--- src/rtl/pipe_hazard_ctrl.sv ---
`default_nettype none
// ============================================================================
//  Module      : pipe_hazard_ctrl
//  Description : Sequencing controller for the IF/ID/EXE/WB pipeline. Each
//                cycle it decides whether the ID instruction issues, stalls
//                or is flushed. It drives the PC, IF/ID and ID/EXE controls.
//                A shift-register scoreboard of pending writes in EXE and WB
//                detects RAW hazards. There is no forwarding, so a consumer
//                waits until its producer has left WB.
//  Ports       : clk, rst               - clock, synchronous active-high reset
//                id_*                   - instruction currently in ID
//                ext_hold               - front-end freeze request
//                flush_req              - taken branch, kill IF and ID
//                pc_en/ifid_en/ifid_flush/idex_bubble/issue - pipe controls
//                hazard                 - RAW hazard seen this cycle
//                state_o                - 0 RUN, 1 STALL, 2 FLUSH
//                stall_cnt              - saturating hold/hazard cycle count
//  Revision    : 1.0 - initial release
// ============================================================================
module pipe_hazard_ctrl #(
  parameter int RAW   = 5,
  parameter int DEPTH = 2,
  parameter int CNT_W = 16
) (
  input  logic             clk,
  input  logic             rst,
  input  logic             id_valid,
  input  logic [RAW-1:0]   id_rs1,
  input  logic             id_rs1_used,
  input  logic [RAW-1:0]   id_rs2,
  input  logic             id_rs2_used,
  input  logic [RAW-1:0]   id_rd,
  input  logic             id_wen,
  input  logic             ext_hold,
  input  logic             flush_req,
  output logic             pc_en,
  output logic             ifid_en,
  output logic             ifid_flush,
  output logic             idex_bubble,
  output logic             issue,
  output logic             hazard,
  output logic [1:0]       state_o,
  output logic [CNT_W-1:0] stall_cnt
);

  localparam logic [1:0]       S_RUN    = 2'd0;
  localparam logic [1:0]       S_STALL  = 2'd1;
  localparam logic [1:0]       S_FLUSH  = 2'd2;
  localparam logic [CNT_W-1:0] CNT_MAX  = '1;
  localparam logic [RAW-1:0]   REG_ZERO = '0;

  logic [1:0]                state_q, state_d;
  logic [DEPTH-1:0]          sb_v_q, sb_v_d;
  logic [DEPTH-1:0][RAW-1:0] sb_rd_q, sb_rd_d;
  logic [CNT_W-1:0]          stall_cnt_q, stall_cnt_d;

  logic rs1_hit;
  logic rs2_hit;
  logic raw_hit;
  logic bubble_cycle;

  // RAW detection against the registered scoreboard only. The ID
  // instruction's own destination is not in the scoreboard yet, so an
  // instruction reading its own rd is compared against older writers only.
  always_comb begin
    rs1_hit = 1'b0;
    rs2_hit = 1'b0;
    for (int k = 0; k < DEPTH; k++) begin
      if (sb_v_q[k] && (sb_rd_q[k] == id_rs1)) rs1_hit = 1'b1;
      if (sb_v_q[k] && (sb_rd_q[k] == id_rs2)) rs2_hit = 1'b1;
    end
    raw_hit = id_valid && !flush_req &&
              ((id_rs1_used && (id_rs1 != REG_ZERO) && rs1_hit) ||
               (id_rs2_used && (id_rs2 != REG_ZERO) && rs2_hit));
  end

  // Next-state: the state records only the class of the current cycle.
  always_comb begin
    state_d = S_RUN;
    if (rst)                       state_d = S_RUN;
    else if (flush_req)            state_d = S_FLUSH;
    else if (ext_hold || raw_hit)  state_d = S_STALL;
  end

  // Mealy control outputs, priority rst > flush > hold > hazard > normal.
  always_comb begin
    pc_en        = 1'b1;
    ifid_en      = 1'b1;
    ifid_flush   = 1'b0;
    idex_bubble  = !id_valid;
    issue        = id_valid;
    hazard       = 1'b0;
    bubble_cycle = 1'b0;
    if (rst) begin
      pc_en       = 1'b0;
      ifid_en     = 1'b0;
      ifid_flush  = 1'b1;
      idex_bubble = 1'b1;
      issue       = 1'b0;
    end else if (flush_req) begin
      // Fetch continues from the branch target; IF and ID are killed.
      ifid_flush  = 1'b1;
      idex_bubble = 1'b1;
      issue       = 1'b0;
    end else if (ext_hold || raw_hit) begin
      pc_en        = 1'b0;
      ifid_en      = 1'b0;
      idex_bubble  = 1'b1;
      issue        = 1'b0;
      hazard       = raw_hit;
      bubble_cycle = 1'b1;
    end else begin
      hazard = 1'b0;
    end
    if (!rst && ext_hold && !flush_req) hazard = raw_hit;
  end

  // Scoreboard and counter next values. The scoreboard shifts every
  // non-reset cycle: the back end always drains, even while ID is frozen.
  always_comb begin
    sb_v_d      = '0;
    sb_rd_d     = '0;
    stall_cnt_d = '0;
    if (!rst) begin
      sb_v_d[0]  = issue && id_wen && (id_rd != REG_ZERO);
      sb_rd_d[0] = id_rd;
      for (int k = 1; k < DEPTH; k++) begin
        sb_v_d[k]  = sb_v_q[k-1];
        sb_rd_d[k] = sb_rd_q[k-1];
      end
      stall_cnt_d = stall_cnt_q;
      if (bubble_cycle && (stall_cnt_q != CNT_MAX))
        stall_cnt_d = stall_cnt_q + 1'b1;
    end
  end

  always_ff @(posedge clk) begin
    state_q     <= state_d;
    sb_v_q      <= sb_v_d;
    sb_rd_q     <= sb_rd_d;
    stall_cnt_q <= stall_cnt_d;
  end

  assign state_o   = state_q;
  assign stall_cnt = stall_cnt_q;

endmodule
`default_nettype wire

--- config.mk ---
export PLATFORM = sky130hd
export DESIGN_NAME = pipe_hazard_ctrl
export DESIGN_NICKNAME = d
export VERILOG_FILES = /design/src/rtl/pipe_hazard_ctrl.sv
export SDC_FILE = /design/constraint.sdc
export NUM_CORES = 1
export LEC_CHECK = 0
export BUFFER_PORTS_ARGS = -buffer_cell sky130_fd_sc_hd__buf_2
export CAP_MARGIN = 25
export CORE_ASPECT_RATIO = 0.75
export CORE_MARGIN = 3
export CORE_UTILIZATION = 53
export DETAILED_ROUTE_END_ITERATION = 7
export PLACE_DENSITY = 0.8
export REMOVE_ABC_BUFFERS = 1
export SLEW_MARGIN = 20
export SYNTH_ARGS = -nofsm -noshare
export SYNTH_HDL_FRONTEND = slang
export SYNTH_SLANG_ARGS = --single-unit
export TNS_END_PERCENT = 30
--- constraint.sdc ---
create_clock -name clk -period 2.7 [get_ports clk]
set_input_delay 0.405 -clock clk [delete_from_list [all_inputs] [get_ports clk]]
set_output_delay 0.405 -clock clk [all_outputs]
set_load 0.03 [all_outputs]
Yosys cells after proc, flatten, opt, wreduce, memory -nomap -nowiden
Index checks and enable logic that the tools add are counted.
- bits in registers: 30
- bits of input ports: 23
- multiplexer cells: 24
- add/sub/neg operators: 1
- reduce and logical (&&, ||, !) cells: 24
- equality and inequality tests: 5
- operator list (operator ; count):
    two-way mux 1 bit ; 23
    equality test 5 bit ; 4
    adder 16 x 1 -> 16 bit (second input constant) ; 1
    inequality test 16 bit (second input constant) ; 1
    logical AND 1 bit ; 15
    nonzero test 5 bit ; 3
    zero test 1 bit ; 3
    logical OR 1 bit ; 2
    two-way mux 2 bit ; 1
    OR reduction 2 bit ; 1

Logic depth before layout (Yosys ltp)
Gate-level depths: netlist (run 1).
- word-level depth: 13
- gate-level depth with buffers: 8

Worst setup path after synthesis (run 1)
Ideal clock, no wire load.
- path kind: input to output
- from: input id_rs1[0]
- to: output pc_en
- path slack: 110 ps
- path buffers: 2
- stages: 7
- data required time: 2295 ps
- arrival: 2185 ps
- cells stage by stage: or4_1 > o21a_1 > a22o_1 > buf_6 > a21oi_1 > o21a_1 > buf_4
- word-level cells in the longest chain between the ends: 11
- elaborated cells between the ends (all ways): 15
- ends and longest elaborated chain (item ; RTL line ; source):
    from (decl) ; 28 ; input logic [RAW-1:0] id_rs1,
    equality test 5 bit ; 69 ; if (sb_v_q[k] && (sb_rd_q[k] == id_rs1)) rs1_hit = 1'b1;
    logical AND 1 bit ; 69 ;
    two-way mux 1 bit (2 in series) ; 69 ;
    logical AND 1 bit (*) ; 73 ; ((id_rs1_used && (id_rs1 != REG_ZERO) && rs1_hit) ||
    logical OR 1 bit (*) ; 73 ;
    logical AND 1 bit (*) ; 72 ; raw_hit = id_valid && !flush_req &&
    logical OR 1 bit (*) ; 105 ; end else if (ext_hold || raw_hit) begin
    two-way mux 1 bit (*) (3 in series) ; n/a ;
    to (decl) ; 36 ; output logic pc_en,
Every way passes the cells marked *; elsewhere a longest branch is shown, timed or not.

Worst setup path in the final report (run 1)
- from: input id_rs2[0]
- to: output ifid_en
- word-level cells in the longest chain between the ends: 11
- elaborated cells between the ends (all ways): 15
- ends and longest elaborated chain (item ; RTL line ; source):
    from (decl) ; 30 ; input logic [RAW-1:0] id_rs2,
    equality test 5 bit ; 70 ; if (sb_v_q[k] && (sb_rd_q[k] == id_rs2)) rs2_hit = 1'b1;
    logical AND 1 bit ; 70 ;
    two-way mux 1 bit (2 in series) ; 70 ;
    logical AND 1 bit (*) ; 74 ; (id_rs2_used && (id_rs2 != REG_ZERO) && rs2_hit));
    logical OR 1 bit (*) ; 73 ;
    logical AND 1 bit (*) ; 72 ;
    logical OR 1 bit (*) ; 105 ;
    two-way mux 1 bit (*) ; 105 ;
    two-way mux 1 bit (*) ; 100 ; end else if (flush_req) begin
    two-way mux 1 bit (*) ; 94 ; if (rst) begin
    to (decl) ; 37 ; output logic ifid_en,
Marks and branches as above.

==> results.toml, run 1 <==
[grt]
gr-total-overflow = 0
grt_max_degree = 25
grt_first_pass_wirelength_um = 7940
grt_pass1_vias = 1677
antenna_found_initial = 0
grt_use_total = 0.238

[clocking]
cts_max_path_buffers = 2
post_cts_buffers = 0
clk_latency_ps = 280
post_cts_resized = 0
cts.sinks = 30
postCtsHoldBufs = 0
cts_tree = "built"
cts_root_buffer = "clkbuf_8"
cts_htree_levels = 2
path_clk_slew_ps = 60
cts_buffers = 5

[hold_path]
hold_path_class = "in2reg"

[worst_setup_path]
cp_max_fo = 6
arrival_ps = 2130
cpMaxStageDelayCell = "or4_1"
cp.required_ps = 2300
critical_path_class = "in2out"
rrSetupSlack_ps = 560
path_cells = "buf_2 -> or4_1 -> o21ai_1 -> inv_2 -> a22o_1 -> a21oi_1 -> o21a_1 -> buf_2"
setup.worst_path.start_class = "input pin"
cp_common_cell = "buf_2"
cp-end-kind = "primary output"
max_stage_delay_ps = 520

[cells_and_area]
utilization = 0.674
antennaDiodeCount = 0
instances_no_fill = 321
most-common-layout-cells = "buf_2 (46), dfxtp_1 (30), nand2_1 (28), xnor2_1 (20), nor2b_1 (14)"
final_area_sq_mm = 0.00225
drive_gt1_frac = 0.246
syn2layout_area_growth_pct = 20.2
nets = 304
layout_commonest_cell = "buf_2"

[logic_synthesis]
synth_edf_count = 0
ys_types = 46
netlist_area_sq_mm = 0.00187
yosysWarnings = 0
ys_ff_latch = 30
seq_area_frac_synth = 0.322
syn_inst = 229
yosys_most_used_dff = "dfxtp_1"
avgSynthCellArea_sq_um = 8.16
synth-async-reset-ratio = 0

[power_and_ir_drop]
p_total_mw = 1.07
p_leak_nw = 0.887
ir_drop_uv = 379
p_per_area_mw_per_mm2 = 477

[floorplanning]
die_x_um = 74.6
io_pins = 47
die_h_um = 57.4
design.core.area_sq_mm = 0.00333
rows = 18
die_area_sq_mm = 0.00428
initial_utilization = 0.560

[route]
drc = 0
drt_wl_total_um = 4740
avgViaCountPerCell = 5.98
wire_per_inst_um = 14.8
dr.pass1.iters = 5
vias = 1920
drt-initial-drc-count = 175
route.antenna.remaining_nets = 0

[placement]
place_ws_ps = 185
gp_congestion = 0.949
dp.cells = 313
placed_area_sq_mm = 0.00215
dpl.hpwl_um = 3600
port-buffer-count = 46

[timing]
fin_ws_ps = 162
finalSetupTns_ps = 0
finalCritPeriodShare = 0.940
fin_hold_ws_ps = 348
rsz0062_at_grt = "no"
finalMaxSlewViolations = 0
finClkSkew_ps = 4.18
tightest_slew_ps = 490
timing.final.hold_violations = 0
slew_headroom = 0.673
setup_violations = 0
fmax_mhz = 394
post-route-min-period_ps = 2540

[outcome]
status = "completed"

[job]
cap_violations = 0
==> worst max-delay path: cells and delay by family <==
kind | cells | cell delay (ps)
AO/OA/AOI/OAI | 4 | 820
buffers and inverters | 3 | 390
AND/OR/NAND/NOR | 1 | 520
==> where the power goes <==
part	internal [mW]	leakage (nW)	switching, mW
Clock	0.205	0.0482	0.168
Sequential	0.468	0.246	0.0301
Combinational	0.0807	0.592	0.120
Total	0.754	0.887	0.317
==> flip-flops by register name (all words and copies together), names as in the netlist <==
signal     cells
sb_v_q         2
state_o        2
sb_rd_q       10
stall_cnt     16
==> cells in the mapped netlist, drive strengths merged (3+ instances only) <==
| master | n | area share |
|---|---|---|
| a211o | 4 | 0.019 |
| nand3 | 13 | 0.035 |
| a31oi | 4 | 0.013 |
| o21ai | 6 | 0.016 |
| o311ai | 6 | 0.028 |
| clkbuf | 5 | 0.010 |
| nor3b | 4 | 0.016 |
| or4 | 9 | 0.036 |
| mux2i | 3 | 0.016 |
| nor2 | 9 | 0.018 |
| buf | 4 | 0.015 |
| nand2 | 28 | 0.056 |
| inv | 9 | 0.018 |
| and4 | 3 | 0.014 |
| nand4 | 8 | 0.027 |
| a21oi | 10 | 0.031 |
| o211ai | 4 | 0.016 |
| xnor2 | 20 | 0.094 |
| nor2b | 14 | 0.047 |
| or3 | 3 | 0.010 |
| dfxtp | 30 | 0.32 |
| and2 | 4 | 0.013 |
| nor3 | 6 | 0.022 |
==> area by class of cell <==
cell class	count	area (sq um)
Sequential cell	30	601
Inverter	9	33.8
Multi-Input combinational cell	181	1190
Fill cell	301	1090
Clock inverter	1	5.00
Tap cell	40	50.0
Clock buffer	7	86.3
Timing Repair Buffer	53	283
==> final timing paths <==
kind                   start            to  cells past startpoint
hold reg to reg    sb_v_q[0]     sb_v_q[1]                      1
setup reg to reg  sb_rd_q[3]  stall_cnt[5]                      8
hold / removal      id_rd[0]    sb_rd_q[0]                      2
setup / recovery   id_rs2[0]       ifid_en                      8
==> kinds of logic (layout without fill, tap and decap cells) <==
family | count (synthesis) | after routing | share of synthesized area
simple gates | 106 | 106 | 0.313
xor+xnor | 20 | 20 | 0.0938
compound gates | 49 | 49 | 0.194
mux | 5 | 5 | 0.0281
buf+inv | 18 | 70 | 0.0429
fa+ha+maj | 1 | 1 | 0.00670
flops | 30 | 30 | 0.322
==> routing by layer <==
metal | up-vias | GRT usage | wire (um)
met5 | - | 0 | 0
met4 | 0 | 0.0533 | 42
met3 | 6 | 0.0651 | 412
met2 | 81 | 0.320 | 1960
met1 | 886 | 0.372 | 2330
li1 | 947 | - | -
Note: power is estimated with default switching activity, not from simulation.
==> inputs of run 2 (changes only) <==
--- a/config.mk
+++ b/config.mk
@@ -9,9 +9,10 @@
 export CAP_MARGIN = 25
 export CORE_ASPECT_RATIO = 0.75
 export CORE_MARGIN = 3
-export CORE_UTILIZATION = 53
+export CORE_UTILIZATION = 55
+export CTS_BUF_LIST = sky130_fd_sc_hd__clkbuf_4 sky130_fd_sc_hd__clkbuf_8
 export DETAILED_ROUTE_END_ITERATION = 7
-export PLACE_DENSITY = 0.8
+export PLACE_DENSITY = 0.82
 export REMOVE_ABC_BUFFERS = 1
 export SLEW_MARGIN = 20
 export SYNTH_ARGS = -nofsm -noshare
==> run 2 against run 1 <==
Effect of this change:
- first-iteration DRC count rose by 11%
- via count fell by 0.83%
- sequential power barely moved
- flip-flop and latch count did not move
- core utilization rose by 5.0 points
- global-route usage rose by 0.44 points
- design area fell by 0.61%
- fmax fell by 0.55%
- hold slack got worse by 11 ps
- clock power rose by 3%
==> results.toml, run 2 (synthesis results as in run 1) <==
[cells_and_area]
drive_gt1_frac = 0.244
antennaDiodeCount = 0
most-common-layout-cells = "buf_2 (46), dfxtp_1 (30), nand2_1 (28), xnor2_1 (20), nor2b_1 (14)"
nets = 302
largest_register_ffs = 16
syn2layout_area_growth_pct = 19.5
layout_commonest_cell = "buf_2"
nFillCells = 256

[job]
cap_violations = 0

[route]
route.antenna.remaining_nets = 0
wire_per_inst_um = 15.0
drt_wl_total_um = 4740
vias = 1904
dr.pass1.iters = 5
drt-initial-drc-count = 195
avgViaCountPerCell = 6.01
drc = 0

[floorplanning]
die_area_sq_mm = 0.00414
design.core.area_sq_mm = 0.00308
rows = 17
initial_utilization = 0.606
die_x_um = 73.3
die_h_um = 56.5
io_pins = 47

[timing]
fin_hold_ws_ps = 337
fmax_mhz = 392
tightest_slew_ps = 522
finalSetupTns_ps = 0
finalCritPeriodShare = 0.945
post-route-min-period_ps = 2550
rsz0062_at_grt = "no"
timing.final.hold_violations = 0
setup_violations = 0
finClkSkew_ps = 5.05
finalMaxSlewViolations = 0
slew_headroom = 0.652

[grt]
grt_max_degree = 41
grt_first_pass_wirelength_um = 7730
gr-total-overflow = 0
grt_use_total = 0.242
grt_pass1_vias = 1562
antenna_found_initial = 0

[worst_setup_path]
arrival_ps = 2150
rrSetupSlack_ps = 530
cp_max_fo = 7
cp-end-kind = "primary output"
setup.worst_path.start_class = "flip-flop"
critical_path_class = "reg2out"
cp.required_ps = 2300

[clocking]
clk_latency_ps = 290
cts_tree = "built"
postCtsHoldBufs = 0
path_clk_slew_ps = 60
post_cts_buffers = 0
cts_htree_levels = 2
cts_max_path_buffers = 2
cts_root_buffer = "clkbuf_8"
post_cts_resized = 0
cts_buffers = 5
cts.sinks = 30

[placement]
dpl.hpwl_um = 3570
port-buffer-count = 46
gp_congestion = 0.904

[power_and_ir_drop]
p_per_area_mw_per_mm2 = 484
p_leak_nw = 0.875
ir_drop_uv = 438

[hold_path]
hold_path_class = "in2reg"

[outcome]
status = "completed"
-- run 2: cell count changes in the layout (fill, tap and decap cells not counted), sizes merged --
cell and change:
clkbuf -1, buf -2, clkinvlp +1
-- run 2: report_power, final --
part	switching, mW	internal [mW]
combinational	0.118	0.0791
sequential	0.0310	0.468
clock	0.179	0.204
-- run 2: layer usage --
metal	track usage	vias to the layer above	wire, um	part of all wire
li1	-	946	-	-
met1	0.391	875	2390	0.50
met2	0.307	76	1900	0.40
met3	0.0537	7	395	0.083
met4	0.0775	0	54	0.011
met5	0	-	0	0
-- run 2: path summary, 6_finish.rpt --
path / start / to / cells after the start
min: id_rd[0] / sb_rd_q[0] / 2
min reg2reg: sb_v_q[0] / sb_v_q[1] / 1
max reg2reg: sb_rd_q[7] / stall_cnt[5] / 8
max: sb_rd_q[7] / pc_en / 7
-- run 2: final cells by class --
class | instances | area [sq um] | area share
Clock inverter | 2 | 12.5 | 0.00561
Sequential cell | 30 | 601 | 0.269
Timing Repair Buffer | 51 | 268 | 0.120
Tap cell | 38 | 47.5 | 0.0213
Multi-Input combinational cell | 181 | 1190 | 0.532
Inverter | 9 | 33.8 | 0.0151
Clock buffer | 6 | 82.6 | 0.0370
-- run 2: worst max-delay path, stage by stage, from the launching register on --
cell and delay, ps:
dfxtp_1 420, xnor2_1 140, nand4_1 110, o22ai_1 350
a22o_1 360, a21oi_1 120, o21a_1 200, buf_2 180
-- run 2: per-stage QoR --
stage                     std cells  instance area [sq um]  worst slack [ps]  utilization  power, mW
after floorplan                 220                   1820               159            -      0.628
after global routing            317                   2230              18.4        0.724       1.12
final                           317                   2230               148        0.724       1.08
after detailed placement        309                   2140               180        0.693      0.703
after CTS                       317                   2230               169        0.724       1.08
after global placement          309                   2140               223        0.693      0.701
